[src/rtl/uart_pkg.sv]
// uart_pkg
// Shared definitions for the board-link UART (receiver and transmitter).
//   state_t           : FSM state encoding IDLE/START/DATA/STOP/BREAK
//   CLKS_PER_BIT_9600 : clk cycles per bit at 9600 baud from a 100 MHz clock
//   START_BIT/STOP_BIT: line levels of the frame delimiters
package uart_pkg;

  typedef enum logic [2:0] {
    IDLE  = 3'd0,
    START = 3'd1,
    DATA  = 3'd2,
    STOP  = 3'd3,
    BREAK = 3'd4
  } state_t;

  localparam int unsigned CLKS_PER_BIT_9600 = 32'd10416;

  localparam logic START_BIT = 1'b0;
  localparam logic STOP_BIT  = 1'b1;

endpackage

[src/rtl/uart_sync2.sv]
// uart_sync2
// Two-flop synchroniser for a single asynchronous input.
//   clk     : destination clock
//   i_reset : synchronous active-high reset, loads RESET_VAL into both flops
//   i_d     : asynchronous input
//   o_q     : synchronised output, two clk cycles late
module uart_sync2 #(
  parameter logic RESET_VAL = 1'b1
) (
  input  logic clk,
  input  logic i_reset,
  input  logic i_d,
  output logic o_q
);

  logic meta_r;

  // Two-stage capture of the asynchronous input.
  always_ff @(posedge clk) begin
    if (i_reset) begin
      meta_r <= RESET_VAL;
      o_q    <= RESET_VAL;
    end else begin
      meta_r <= i_d;
      o_q    <= meta_r;
    end
  end

endmodule

[src/rtl/uart_rx.sv]
// uart_rx
// UART receiver: idle-high line, 1 start bit, DATAWIDTH data bits LSB-first,
// 1 stop bit, no parity. Each bit is sampled at its mid-period.
//   clk         : system clock
//   i_reset     : synchronous active-high reset
//   i_rx_data   : asynchronous serial line, idle high
//   i_ready     : consumer accepts o_data when o_valid & i_ready
//   o_data      : last good received word
//   o_valid     : o_data holds an unconsumed word
//   o_busy      : receiver is in any state other than IDLE
//   o_frame_err : one-cycle pulse when a stop bit samples low
//   o_overrun   : one-cycle pulse when a good word is dropped because o_valid=1
module uart_rx
  import uart_pkg::*;
#(
  parameter int unsigned DATAWIDTH    = 8,
  parameter int unsigned CLKS_PER_BIT = CLKS_PER_BIT_9600
) (
  input  logic                 clk,
  input  logic                 i_reset,
  input  logic                 i_rx_data,
  input  logic                 i_ready,
  output logic [DATAWIDTH-1:0] o_data,
  output logic                 o_valid,
  output logic                 o_busy,
  output logic                 o_frame_err,
  output logic                 o_overrun
);

  localparam int unsigned CW = $clog2(CLKS_PER_BIT);
  localparam int unsigned BW = $clog2(DATAWIDTH + 1);

  localparam logic [CW-1:0] HALF_CNT = CW'(CLKS_PER_BIT / 2 - 1);
  localparam logic [CW-1:0] LAST_CNT = CW'(CLKS_PER_BIT - 1);
  localparam logic [BW-1:0] LAST_BIT = BW'(DATAWIDTH - 1);

  logic                 rx_s;
  state_t               state_r;
  logic [CW-1:0]        clk_cnt_r;
  logic [BW-1:0]        bit_idx_r;
  logic [DATAWIDTH-1:0] shift_r;

  uart_sync2 #(.RESET_VAL(1'b1)) u_sync (
    .clk     (clk),
    .i_reset (i_reset),
    .i_d     (i_rx_data),
    .o_q     (rx_s)
  );

  // Receive FSM with counters, shift register and all registered outputs.
  always_ff @(posedge clk) begin
    if (i_reset) begin
      state_r     <= IDLE;
      clk_cnt_r   <= '0;
      bit_idx_r   <= '0;
      shift_r     <= '0;
      o_data      <= '0;
      o_valid     <= 1'b0;
      o_busy      <= 1'b0;
      o_frame_err <= 1'b0;
      o_overrun   <= 1'b0;
    end else begin
      o_frame_err <= 1'b0;
      o_overrun   <= 1'b0;

      // Accept clears o_valid; a word completing this same cycle overrides it below.
      if (o_valid && i_ready) begin
        o_valid <= 1'b0;
      end

      case (state_r)
        IDLE: begin
          clk_cnt_r <= '0;
          if (rx_s == START_BIT) begin
            state_r <= START;
            o_busy  <= 1'b1;
          end else begin
            o_busy  <= 1'b0;
          end
        end

        START: begin
          if (clk_cnt_r == HALF_CNT) begin
            clk_cnt_r <= '0;
            bit_idx_r <= '0;
            if (rx_s == START_BIT) begin
              state_r <= DATA;
            end else begin
              // Start bit did not hold to mid-period: treat as a glitch.
              state_r <= IDLE;
              o_busy  <= 1'b0;
            end
          end else begin
            clk_cnt_r <= clk_cnt_r + CW'(1);
          end
        end

        DATA: begin
          if (clk_cnt_r == LAST_CNT) begin
            clk_cnt_r <= '0;
            // Shift right so the first (LSB) bit ends up at bit 0.
            shift_r   <= {rx_s, shift_r[DATAWIDTH-1:1]};
            if (bit_idx_r == LAST_BIT) begin
              state_r   <= STOP;
              bit_idx_r <= '0;
            end else begin
              bit_idx_r <= bit_idx_r + BW'(1);
            end
          end else begin
            clk_cnt_r <= clk_cnt_r + CW'(1);
          end
        end

        STOP: begin
          if (clk_cnt_r == LAST_CNT) begin
            clk_cnt_r <= '0;
            if (rx_s == STOP_BIT) begin
              state_r <= IDLE;
              o_busy  <= 1'b0;
              if (o_valid && !i_ready) begin
                o_overrun <= 1'b1;
              end else begin
                o_data  <= shift_r;
                o_valid <= 1'b1;
              end
            end else begin
              // Line still low at stop: wait in BREAK so it cannot retrigger.
              state_r     <= BREAK;
              o_frame_err <= 1'b1;
            end
          end else begin
            clk_cnt_r <= clk_cnt_r + CW'(1);
          end
        end

        BREAK: begin
          clk_cnt_r <= '0;
          if (rx_s == STOP_BIT) begin
            state_r <= IDLE;
            o_busy  <= 1'b0;
          end else begin
            o_busy  <= 1'b1;
          end
        end

        default: begin
          state_r   <= IDLE;
          clk_cnt_r <= '0;
          bit_idx_r <= '0;
          o_busy    <= 1'b0;
        end
      endcase
    end
  end

endmodule

[config.mk]
export PLATFORM = sky130hd
export DESIGN_NAME = uart_rx
export DESIGN_NICKNAME = d
export VERILOG_FILES = /design/src/rtl/uart_pkg.sv /design/src/rtl/uart_sync2.sv /design/src/rtl/uart_rx.sv
export SDC_FILE = /design/constraint.sdc
export NUM_CORES = 1
export LEC_CHECK = 0
export CORE_MARGIN = 3
export CORE_UTILIZATION = 50
export CTS_CLUSTER_DIAMETER = 40
export CTS_CLUSTER_SIZE = 10
export DETAILED_ROUTE_END_ITERATION = 16
export PLACE_DENSITY = 0.7
export SLEW_MARGIN = 20
export SYNTH_ARGS = -nofsm -noshare
export SYNTH_HDL_FRONTEND = slang
export SYNTH_SLANG_ARGS = --single-unit
[constraint.sdc]
create_clock -name clk -period 4.4 [get_ports clk]
set_clock_uncertainty 0.1 [all_clocks]
set_input_delay 0.88 -clock clk [delete_from_list [all_inputs] [get_ports clk]]
set_output_delay 0.88 -clock clk [all_outputs]
set_load 0.03 [all_outputs]
==> metrics.md <==
| Metric | Value |
|---|---|
| Status | `finished clean` |
| CTS Hold Bufs | `0` |
| First-pass GRT wire length | `about 6400 µm` |
| ANT cells | `0` |
| Max frequency | `~0.34 GHz` |
| Setup Viol. Count Final | `0` |
| Starting Density | `0.539` |
| Max Cap Violations | `0` |
| Total negative setup slack | `0 ps` |
| Via count | `1545` |
| Overall power | `about 0.00065 W` |
| Synth Area per Inst | `8.74 µm²` |
| Static leakage | `around 0.76 nW` |
| Worst Reg-to-Reg Cells | `6` |
| Full die area | `4510 µm²` |
| Worst path slowest cell | `nor4_4` |
| Highest fanout seen on the critical path | `17` |
| Hold-critical path depth | `1` |
| Post-Synthesis Cells | `approximately 210` |
| Sequential Area | `roughly 860 µm²` |
| Root Buffer Master | `clkbuf_8` |
| DR vias/cell | `~5.7` |
| Area of the multi-input gates | `951 µm²` |
| Type of the most critical hold path | `register to register` |
| Fillers | `approximately 320` |
| Worst slew pin tran | `roughly 1000 ps` |
| Max clock buf depth | `2` |
| Area growth syn-to-layout | `13.4%` |
| Cell area after synthesis | `roughly 1900 µm²` |
| Core region area | `approximately 3500 µm²` |
| Dpl hpwl | `~2600 µm` |
| CTS buffer count | `5` |
| Ports | `16` |
| Non-filler cells, final | `273` |
| Placed instance area | `between 2000 and 2500 µm²` |
| DR WL/cell | `13.1 µm` |
| CP required | `approximately 4400 ps` |
| R2R Path End | `o_data[2]` |
| RSZ-0062 raised after global routing | `false` |
| Worst path max stage delay | `roughly 800 ps` |
| Gr usage total | `0.184` |
| Kind of critical path | `register to register` |
| Final Max Tran Viols | `0` |
| Total setup buffers inserted after CTS | `0` |
| Clk sinks | `43` |
| Hold path start | `u_sync.meta_r` |
| First-pass DRT Iterations | `4` |
| Fin crit period | `roughly 2900 ps` |
| Fin area | `around 2100 µm²` |
| Routed Antenna Nets | `0` |
| Die H | `between 60 and 70 µm` |
| H-tree depth | `2` |
| Synth unique cells | `38` |
| Largest net degree at the start of global routing | `31` |
| Crit-path cells | `ha_1, or3b_1, nor4_4, nand3_2, mux2i_1, nor2_1` |
| Clk_lat worst skew | `slightly below 300 ps` |
| Final hold viol count | `0` |
| Vias in the first global route | `approximately 1.5k` |
| Setup slack at placement | `1520 ps` |
| YS warnings | `0` |
| Worst Path Arrival | `approximately 3000 ps` |
| Register area share after synthesis | `0.461` |
| Initial antenna violation count | `0` |
| Worst R2R Start | `clk_cnt_r[0]` |
| FP Rows | `21` |
| Placed cells | `roughly 270` |
| Initial DRC count | `about 120` |
| CTS clk-pin slew, worst paths | `~80 ps` |
| CTS tree | `built` |
| PnR worst setup slack | `1480 ps` |
| Worst slew margin | `0.318` |
| Worst Hold Path EP | `u_sync.o_q` |
| Share of layout cells above drive strength 1 | `0.0529` |
| Startpoint types | `register` |
| Final wirelength | `3570 µm` |
| GRT overflow | `0` |
| Reg2Reg Setup Slack | `1480 ps` |
| Max IR drop VDD | `0.156 mV` |
| GPL Wtd Cong | `approximately 0.8` |
| PortBufs | `15` |
| DRC viols | `0` |
| Die Wd | `67.1 µm` |
| Final #Nets | `approximately 230` |
| Post-cts resize count | `0` |
| Syn nets | `220` |
| Pwr per Cell Area | `slightly above 300 nW/µm²` |
| Number of synthesized register bits | `43` |
| Setup crit end kind | `register` |
| Crit share post-route | `0.663` |
## through the flow
stage	hold slack [ps]	utilization
detailed placement	298	0.588
global placement	293	0.588
global route	333	0.611
CTS	319	0.611
floorplan	289	-
finish	316	0.611
## layout by cell type, fill, tap and decap left out, types with 3 or more instances in the layout
| master | instances |
|---|---|
| clkdlybuf4s50_1 | 15 |
| nand2b_1 | 4 |
| or3_1 | 3 |
| nor3_1 | 7 |
| nor4_1 | 3 |
| clkbuf_8 | 5 |
| nand2_1 | 19 |
| nand3_1 | 19 |
| nand4_1 | 3 |
| nor2b_1 | 4 |
| inv_1 | 5 |
| nor2_1 | 28 |
| xor2_1 | 8 |
| dfxtp_1 | 43 |
| xnor2_1 | 5 |
| mux2i_1 | 9 |
| a21oi_1 | 16 |
## cell usage after synthesis (all sizes together)
cell type   n  share of area
nand4b      2         0.0094
nand2b      4          0.013
or3b        1         0.0047
nor2       28          0.056
nand4       3          0.010
or4bb       2          0.012
nor4        4          0.021
or4b        1         0.0074
and3        1         0.0033
clkbuf      9          0.018
o21ai       2         0.0054
o31ai       2         0.0080
dfxtp      43           0.46
nand3      20          0.056
nand3b      1         0.0040
and2        1         0.0033
a21boi      1         0.0040
buf         1         0.0027
or4         1         0.0040
and4        2         0.0094
xnor2       5          0.023
xor2        8          0.037
nor3        7          0.019
o41ai       1         0.0047
a32o        1         0.0054
a311oi      1         0.0047
ha          2          0.013
or2         2         0.0067
a211o       1         0.0047
nor2b       4          0.013
a21oi      17          0.048
inv         5          0.010
or3         3          0.010
mux2i       9          0.048
nand2      19          0.038
## worst max path at each step
| stage | cells past startpoint | start | slack, ps | to |
|---|---|---|---|---|
| after detailed placement | 6 | clk_cnt_r[0] | 1520 | o_data[0] |
| after floorplan | 7 | clk_cnt_r[0] | 1980 | bit_idx_r[0] |
| after CTS | 6 | clk_cnt_r[0] | 1500 | bit_idx_r[0] |
| final | 6 | clk_cnt_r[0] | 1480 | o_data[2] |
| after global routing | 6 | clk_cnt_r[0] | 1240 | o_data[5] |
| after global placement | 3 | i_reset | 1610 | clk_cnt_r[5] |
## where the power goes
part           internal, W  total (W)  switching, W
logic           0.00000780  0.0000224     0.0000146
registers         0.000391   0.000395    0.00000359
clock network     0.000111   0.000236      0.000124
## flip-flops by register name (all words and copies together) (netlist names)
name,flops
clk_cnt_r,14
o_data,8
shift_r,8
bit_idx_r,4
state_r,3
o_busy,1
o_frame_err,1
o_overrun,1
o_valid,1
u_sync.meta_r,1
u_sync.o_q,1
## kinds of logic (layout without fill, tap and decap cells)
group	Yosys count	in the layout	synth area share
compound gates	26	26	0.0843
xor+xnor	13	13	0.0609
fa+ha+maj	2	2	0.0134
buf+inv	15	28	0.0308
flops	43	43	0.461
mux	9	9	0.0482
simple gates	106	106	0.302
## area by class of cell
class | count | area share
repair buffers | 15 | 0.0708
flip-flops and latches | 43 | 0.406
well taps | 46 | 0.0272
inverters | 5 | 0.00885
clock buffers | 7 | 0.0360
multi-input cells | 156 | 0.449
clock inverters | 1 | 0.00236
## worst max-delay path: cells and delay by family, from the launching register on
kind	cells	cell delay, ps
and+or+nand+nor	4	1760
DFF	1	390
muxes	1	260
adders and majority gates	1	250
## per-layer routing
layer  track usage  share of wire  vias to the layer above
met5             0              0                        -
met4        0.0861          0.019                        0
met3        0.0349          0.034                       11
met2         0.331           0.50                       33
met1         0.207           0.45                      730
li1              -              -                      771
(Power assumes the default switching activity.)
